## src/rtl/bus_dma_pkg.sv

```systemverilog
// Shared types and constants for the bus_dma_copier block-copy engine.
package bus_dma_pkg;

    typedef enum logic [2:0] {
        ST_IDLE   = 3'd0,
        ST_RD     = 3'd1,
        ST_RD_GAP = 3'd2,
        ST_WR     = 3'd3,
        ST_WR_GAP = 3'd4,
        ST_DONE   = 3'd5,
        ST_ERR    = 3'd6
    } dma_state_e;

    localparam logic [3:0]  BE_DWORD  = 4'b1111;
    localparam int unsigned ADDR_STEP = 4;

endpackage

```

## src/rtl/bus_dma_buf.sv

```systemverilog
// Burst staging buffer: DEPTH registers filled through a write pointer and
// drained through a read pointer; clr rewinds both pointers.
module bus_dma_buf #(
    parameter int DEPTH = 4,
    parameter int WIDTH = 32
) (
    input  logic             clk,
    input  logic             rst,
    input  logic             clr,
    input  logic             wr_en,
    input  logic [WIDTH-1:0] wdata,
    input  logic             rd_en,
    output logic [WIDTH-1:0] rdata
);

    localparam int PTR_W = (DEPTH > 1) ? $clog2(DEPTH) : 1;

    logic [WIDTH-1:0] mem_q [DEPTH];
    logic [WIDTH-1:0] mem_d [DEPTH];
    logic [PTR_W-1:0] wr_ptr_q, wr_ptr_d;
    logic [PTR_W-1:0] rd_ptr_q, rd_ptr_d;

    assign rdata = mem_q[rd_ptr_q];

    // Next-state for storage and both pointers
    always_comb begin
        mem_d    = mem_q;
        wr_ptr_d = wr_ptr_q;
        rd_ptr_d = rd_ptr_q;
        if (clr) begin
            wr_ptr_d = '0;
            rd_ptr_d = '0;
        end else begin
            if (wr_en) begin
                mem_d[wr_ptr_q] = wdata;
                wr_ptr_d        = wr_ptr_q + PTR_W'(1);
            end else begin
                wr_ptr_d = wr_ptr_q;
            end
            if (rd_en) begin
                rd_ptr_d = rd_ptr_q + PTR_W'(1);
            end else begin
                rd_ptr_d = rd_ptr_q;
            end
        end
    end

    // Buffer registers
    always_ff @(posedge clk or posedge rst) begin
        if (rst) begin
            for (int i = 0; i < DEPTH; i++) begin
                mem_q[i] <= '0;
            end
            wr_ptr_q <= '0;
            rd_ptr_q <= '0;
        end else begin
            mem_q    <= mem_d;
            wr_ptr_q <= wr_ptr_d;
            rd_ptr_q <= rd_ptr_d;
        end
    end

endmodule

```

## src/rtl/bus_dma_copier.sv

```systemverilog
// Bus-master DMA copier: read burst into a local buffer, write it back, repeat.
// Optional BUS_DMA_FILL_EN adds fill/fill_data ports for pattern-fill transfers.
module bus_dma_copier
    import bus_dma_pkg::*;
#(
    parameter int ADDR_WIDTH = 32,
    parameter int DATA_WIDTH = 32,
    parameter int LEN_WIDTH  = 16,
    parameter int BURST      = 4
) (
    input  logic                  clk,
    input  logic                  rst,
    input  logic                  start,
    input  logic [ADDR_WIDTH-1:0] src_addr,
    input  logic [ADDR_WIDTH-1:0] dst_addr,
    input  logic [LEN_WIDTH-1:0]  len,
    output logic                  busy,
    output logic                  done,
    output logic                  err,
    output logic                  m_enable,
    output logic                  m_wr_en,
    output logic [ADDR_WIDTH-1:0] m_addr,
    output logic [3:0]            m_be,
    output logic [DATA_WIDTH-1:0] m_wdata,
    input  logic [DATA_WIDTH-1:0] m_rdata,
    input  logic                  m_ready,
    input  logic                  m_bus_err
`ifdef BUS_DMA_FILL_EN
    ,
    input  logic                  fill,
    input  logic [DATA_WIDTH-1:0] fill_data
`endif
);

    localparam int CNT_W = 4;

    dma_state_e            state_q, state_d;
    logic [ADDR_WIDTH-1:0] src_q, src_d, dst_q, dst_d;
    logic [LEN_WIDTH-1:0]  rem_q, rem_d;
    logic [CNT_W-1:0]      cyc_q, cyc_d;
    logic                  fill_q, fill_d;
    logic [DATA_WIDTH-1:0] fill_data_q, fill_data_d;
    logic                  en_prev_q, en_prev_d;
    logic                  busy_q, busy_d, done_q, done_d, err_q, err_d;
    logic                  m_enable_q, m_enable_d, m_wr_en_q, m_wr_en_d;
    logic [ADDR_WIDTH-1:0] m_addr_q, m_addr_d;
    logic [3:0]            m_be_q, m_be_d;
    logic [DATA_WIDTH-1:0] m_wdata_q, m_wdata_d;

    logic                  fill_s;
    logic [DATA_WIDTH-1:0] fill_data_s;
    logic [CNT_W-1:0]      n_s;
    logic [ADDR_WIDTH-1:0] step_s;
    logic [LEN_WIDTH-1:0]  rem_next_s;
    logic                  misaligned_s, active_s, bus_fault_s;
    logic                  buf_clr_s, buf_wr_s, buf_rd_s;
    logic [DATA_WIDTH-1:0] buf_rdata_s;
    logic                  unused_ready_s;

`ifdef BUS_DMA_FILL_EN
    assign fill_s      = fill;
    assign fill_data_s = fill_data;
`else
    assign fill_s      = 1'b0;
    assign fill_data_s = '0;
`endif

    // The slave never stalls a burst, so ready carries no information here.
    assign unused_ready_s = m_ready;

    assign n_s          = (rem_q < LEN_WIDTH'(BURST)) ? CNT_W'(rem_q) : CNT_W'(BURST);
    assign step_s       = ADDR_WIDTH'(n_s) * ADDR_WIDTH'(ADDR_STEP);
    assign rem_next_s   = rem_q - LEN_WIDTH'(n_s);
    assign misaligned_s = (!fill_s && (src_addr[1:0] != 2'b00)) || (dst_addr[1:0] != 2'b00);
    assign active_s     = (state_q == ST_RD) || (state_q == ST_RD_GAP) ||
                          (state_q == ST_WR) || (state_q == ST_WR_GAP);
    assign bus_fault_s  = m_bus_err && (m_enable_q || en_prev_q) && active_s;

    bus_dma_buf #(
        .DEPTH (BURST),
        .WIDTH (DATA_WIDTH)
    ) u_buf (
        .clk   (clk),
        .rst   (rst),
        .clr   (buf_clr_s),
        .wr_en (buf_wr_s),
        .wdata (m_rdata),
        .rd_en (buf_rd_s),
        .rdata (buf_rdata_s)
    );

    // Transfer sequencing: state, address/length bookkeeping, buffer control
    always_comb begin
        state_d     = state_q;
        src_d       = src_q;
        dst_d       = dst_q;
        rem_d       = rem_q;
        cyc_d       = cyc_q;
        fill_d      = fill_q;
        fill_data_d = fill_data_q;
        m_wdata_d   = '0;
        buf_clr_s   = 1'b0;
        buf_wr_s    = 1'b0;
        buf_rd_s    = 1'b0;
        if (bus_fault_s) begin
            state_d   = ST_ERR;
            buf_clr_s = 1'b1;
        end else begin
            case (state_q)
                ST_IDLE: begin
                    if (!start) begin
                        state_d = ST_IDLE;
                    end else if (misaligned_s) begin
                        state_d = ST_ERR;
                    end else if (len == '0) begin
                        state_d = ST_DONE;
                    end else begin
                        src_d       = src_addr;
                        dst_d       = dst_addr;
                        rem_d       = len;
                        cyc_d       = '0;
                        fill_d      = fill_s;
                        fill_data_d = fill_data_s;
                        buf_clr_s   = 1'b1;
                        state_d     = fill_s ? ST_WR : ST_RD;
                        m_wdata_d   = fill_s ? fill_data_s : '0;
                    end
                end
                ST_RD: begin
                    // Read data trails the enable by two cycles.
                    buf_wr_s = (cyc_q >= CNT_W'(2));
                    if (cyc_q == n_s + CNT_W'(1)) begin
                        state_d = ST_RD_GAP;
                        cyc_d   = '0;
                    end else begin
                        cyc_d = cyc_q + CNT_W'(1);
                    end
                end
                ST_RD_GAP: begin
                    state_d   = ST_WR;
                    cyc_d     = '0;
                    m_wdata_d = buf_rdata_s;
                    buf_rd_s  = 1'b1;
                end
                ST_WR: begin
                    if (cyc_q == n_s - CNT_W'(1)) begin
                        state_d = ST_WR_GAP;
                        cyc_d   = '0;
                    end else begin
                        cyc_d     = cyc_q + CNT_W'(1);
                        m_wdata_d = fill_q ? fill_data_q : buf_rdata_s;
                        buf_rd_s  = !fill_q;
                    end
                end
                ST_WR_GAP: begin
                    src_d     = src_q + step_s;
                    dst_d     = dst_q + step_s;
                    rem_d     = rem_next_s;
                    cyc_d     = '0;
                    buf_clr_s = 1'b1;
                    if (rem_next_s == '0) begin
                        state_d = ST_DONE;
                    end else if (fill_q) begin
                        state_d   = ST_WR;
                        m_wdata_d = fill_data_q;
                    end else begin
                        state_d = ST_RD;
                    end
                end
                ST_DONE: state_d = ST_IDLE;
                ST_ERR:  state_d = ST_IDLE;
                default: state_d = ST_IDLE;
            endcase
        end
    end

    // Registered outputs derived from the upcoming state
    always_comb begin
        m_enable_d = (state_d == ST_RD) || (state_d == ST_WR);
        m_wr_en_d  = (state_d == ST_WR);
        m_addr_d   = (state_d == ST_RD) ? src_d : ((state_d == ST_WR) ? dst_d : '0);
        m_be_d     = m_enable_d ? BE_DWORD : 4'b0000;
        busy_d     = (state_d == ST_RD) || (state_d == ST_RD_GAP) ||
                     (state_d == ST_WR) || (state_d == ST_WR_GAP);
        done_d     = (state_d == ST_DONE);
        err_d      = (state_d == ST_ERR);
        en_prev_d  = m_enable_q;
    end

    // FSM and output registers
    always_ff @(posedge clk or posedge rst) begin
        if (rst) begin
            state_q     <= ST_IDLE;
            src_q       <= '0;
            dst_q       <= '0;
            rem_q       <= '0;
            cyc_q       <= '0;
            fill_q      <= 1'b0;
            fill_data_q <= '0;
            en_prev_q   <= 1'b0;
            busy_q      <= 1'b0;
            done_q      <= 1'b0;
            err_q       <= 1'b0;
            m_enable_q  <= 1'b0;
            m_wr_en_q   <= 1'b0;
            m_addr_q    <= '0;
            m_be_q      <= 4'b0000;
            m_wdata_q   <= '0;
        end else begin
            state_q     <= state_d;
            src_q       <= src_d;
            dst_q       <= dst_d;
            rem_q       <= rem_d;
            cyc_q       <= cyc_d;
            fill_q      <= fill_d;
            fill_data_q <= fill_data_d;
            en_prev_q   <= en_prev_d;
            busy_q      <= busy_d;
            done_q      <= done_d;
            err_q       <= err_d;
            m_enable_q  <= m_enable_d;
            m_wr_en_q   <= m_wr_en_d;
            m_addr_q    <= m_addr_d;
            m_be_q      <= m_be_d;
            m_wdata_q   <= m_wdata_d;
        end
    end

    assign busy     = busy_q;
    assign done     = done_q;
    assign err      = err_q;
    assign m_enable = m_enable_q;
    assign m_wr_en  = m_wr_en_q;
    assign m_addr   = m_addr_q;
    assign m_be     = m_be_q;
    assign m_wdata  = m_wdata_q;

endmodule

```

## config.mk

```make
export PLATFORM = sky130hd
export DESIGN_NAME = bus_dma_copier
export DESIGN_NICKNAME = d
export VERILOG_FILES = /design/src/rtl/bus_dma_pkg.sv /design/src/rtl/bus_dma_buf.sv /design/src/rtl/bus_dma_copier.sv
export SDC_FILE = /design/constraint.sdc
export NUM_CORES = 1
export LEC_CHECK = 0
export BUFFER_PORTS_ARGS = -buffer_cell sky130_fd_sc_hd__buf_2
export CAP_MARGIN = 20
export CORE_MARGIN = 5
export CORE_UTILIZATION = 35
export CTS_BUF_LIST = sky130_fd_sc_hd__clkbuf_16
export CTS_CLUSTER_SIZE = 20
export DETAILED_ROUTE_END_ITERATION = 8
export HOLD_SLACK_MARGIN = 0.12
export SLEW_MARGIN = 25
export SYNTH_ARGS = -nofsm -noshare
export SYNTH_HDL_FRONTEND = slang
export SYNTH_HIERARCHICAL = 1
export SYNTH_SLANG_ARGS = --single-unit
```

## constraint.sdc

```tcl
create_clock -name clk -period 6 [get_ports clk]
set_clock_uncertainty 0.15 [all_clocks]
set_input_delay 1.2 -clock clk [delete_from_list [all_inputs] [get_ports clk]]
set_output_delay 1.2 -clock clk [all_outputs]
set_load 0.02 [all_outputs]
```

==> results.toml <==
[grt]
grt_pass1_vias = 11118
grt_max_degree = 86
antenna_found_initial = 2
grt_pass1_wl_um = 65000
grt_use_met3_pct = 4.43
track_usage_pct = 17.4
grtUsageMet1_pct = 23.6
grtUsageMet2_pct = 27.9
grt_busiest_layer = "met2"
grt-ovfl-total = 0

[power]
leakage_nw = 8.40
powerDensity_nw_per_um2 = 418
vdd_drop_max_mv = 0.205

[die]
initial_core_util_pct = 35.2
dieArea_um2 = 46200
pin_count = 190
rows = 75
placeableCoreArea_um2 = 41800
dieHeight_um = 215
fp.dieW_um = 215

[synth]
synth_area_um2 = 14700
syn_area_per_cell_um2 = 12.2
synth_cells = 1206
yosysUniqueCellTypes = 74
ys_ff_latch = 289
synth_ff_type = "dfrtp_1"
synth_edf_count = 0
seq_area_frac_synth_pct = 49.2
yosysWarnings = 6
async_flop_share_pct = 100

[place]
portBuffers = 188
hpwl_um = 26700
dp_slack_ps = 1150
gp_congestion = 0.852

[drt]
dr.pass1.iters = 6
ant_nets = 0
routed_wl_um = 40800
wl_per_cell_um = 21.1
vias = 10619
vias_per_cell = 5.49
first_iter_violations = 949
drc_errors = 0

[timing]
fmax_mhz = 206
rsz0062_at_grt = "no"
tightest_slew_ps = 1070
finalSetupViolations = 0
finalSetupTns_ps = 0
fin_crit_sh_pct = 81.1
finalHoldViolCount = 0
slew_headroom_pct = 27.9
worst_slack_ps = 1130
slew_viol_final = 0
post-route-min-period_ps = 4870

[cells_and_area]
antennaDiodeCount = 0
drive_gt1_share_pct = 31.5
syn_to_final_growth_pct = 16.4
fin_util_pct = 41.0
layout.nets = 1509

[min_path]
whs_path_depth = 1
min_from = "dst_q[0]"
holdCritPathClass = "reg -> reg"
worstHoldEndpoint = "dst_q[0]"

[cts]
postCtsSetupBuffers = 0
cts.htree.levels = 2
cts_hold_buf = 0
cts.repair.resized = 0
numCtsBuffers = 36
cts_root_buf = "clkbuf_16"
cts_sinks = 289
cts_tree = "built"
cts.clk_slew.worst_paths_ps = 60
clkLatencyLatePin_ps = 540
clockBufferDepth = 3

[status]
status = "completed"

[worst_setup_path]
cp_data_required_time_ps = 6320
critPathArrivalTime_ps = 5190
crit_fanout = 12
reg2reg_to = "m_addr[25]"
rrSetupSlack_ps = 1130
path_class = "reg -> reg"
worstSetupStartpointType = "flip-flop"
end_kind = "flip-flop"
worst_r2r_path_depth = 11
r2r_start = "rem_q[10]"

[job]
max_cap_viol_count = 0
worst max-delay path, cell delays in order (launching register included):
cell      delay, ps
dfrtp_1         420
or4_1           710
nor4_4          710
inv_2           210
ha_1            400
o21ai_0         100
o21bai_1        550
nor4b_1         330
buf_4           210
nand2_1         100
o311ai_0        670
a22o_1          250
per-layer routing:
layer	part of all wire (%)	routed length, um
met1	44	17900
met2	47	19000
met3	7.1	2890
met4	2.4	992
met5	0.039	16
cell usage after synthesis, types with 16 or more instances:
| master | count | share of area, % |
|---|---|---|
| nand2_1 | 77 | 2.0 |
| mux2_4 | 120 | 12 |
| nor2_1 | 67 | 1.7 |
| inv_1 | 19 | 0.49 |
| and2_1 | 44 | 1.9 |
| ha_1 | 17 | 1.4 |
| nor3_1 | 20 | 0.68 |
| o21ai_0 | 60 | 2.0 |
| a221o_1 | 16 | 1.1 |
| mux4_2 | 32 | 4.9 |
| dfrtp_1 | 289 | 49 |
| nand3_1 | 44 | 1.5 |
| clkbuf_1 | 43 | 1.1 |
| a22o_1 | 28 | 1.7 |
| a21oi_1 | 47 | 1.6 |
| nand4_1 | 16 | 0.68 |
placed cells by master, fill, tap and decap left out, types with 32 or more instances in the layout:
master     instances
dfrtp_1          287
nand3_1           44
clkbuf_16         38
nand2_1           77
a21oi_1           46
buf_2            188
and2_1            44
o21ai_0           60
nor2_1            66
mux4_2            32
mux2_4           120
state kept, by name, indices dropped and copies added, names as in the netlist:
signal	cells
m_wdata	32
m_addr	32
done	1
cyc_q	4
dst_q	32
m_be	1
busy	1
m_wr_en	1
u_buf/wr_ptr_q	2
u_buf/mem_q	128
src_q	32
rem_q	16
err	1
u_buf/rd_ptr_q	2
state_q	3
en_prev_q	1
metrics by stage:
stage	hold WS [ps]	area (um^2)	power (W)	cells
floorplan	301	14700	0.00437	1207
global placement	316	15900	0.00500	1874
detailed placement	320	15900	0.00506	1874
CTS	332	17100	0.00724	1934
global route	361	17100	0.00758	1934
finish	327	17100	0.00715	1934
final cells by class:
| class | count | area [um^2] |
|---|---|---|
| Clock inverter | 22 | 205 |
| Sequential cell | 289 | 7230 |
| Multi-Input combinational cell | 821 | 6870 |
| Clock buffer | 38 | 951 |
| Inverter | 20 | 85.1 |
| Fill cell | 3934 | 24700 |
| Timing Repair Buffer | 205 | 1080 |
| Tap cell | 539 | 674 |
logic make-up (layout without fill, tap and decap cells):
family | after synthesis | in the layout | synth area share [%]
simple gates | 339 | 339 | 12.3
flops | 289 | 289 | 49.2
compound gates | 275 | 275 | 13.1
mux | 170 | 170 | 18.5
buf+inv | 97 | 285 | 4.25
fa+ha+maj | 19 | 19 | 1.72
xor+xnor | 15 | 15 | 0.894
other cells | 2 | 3 | 0.0511
report_power, final:
part	leakage [nW]	switching (W)	internal (W)	total, W
clock network	0.598	0.000828	0.00131	0.00213
logic	3.92	0.00132	0.000900	0.00222
registers	3.88	0.000432	0.00237	0.00280
how the worst max path moves through the flow:
stage               cells after the start  slack (ps)      start         end
floorplan                               1         420        rst        busy
detailed placement                     13        1150  rem_q[10]  m_addr[25]
global route                           12         850   rem_q[8]  m_addr[25]
global placement                       13        1170   rem_q[8]  m_addr[25]
finish                                 11        1130  rem_q[10]  m_addr[25]
CTS                                    13        1130  rem_q[10]  m_addr[25]
Power figures use the tool's default switching activity.
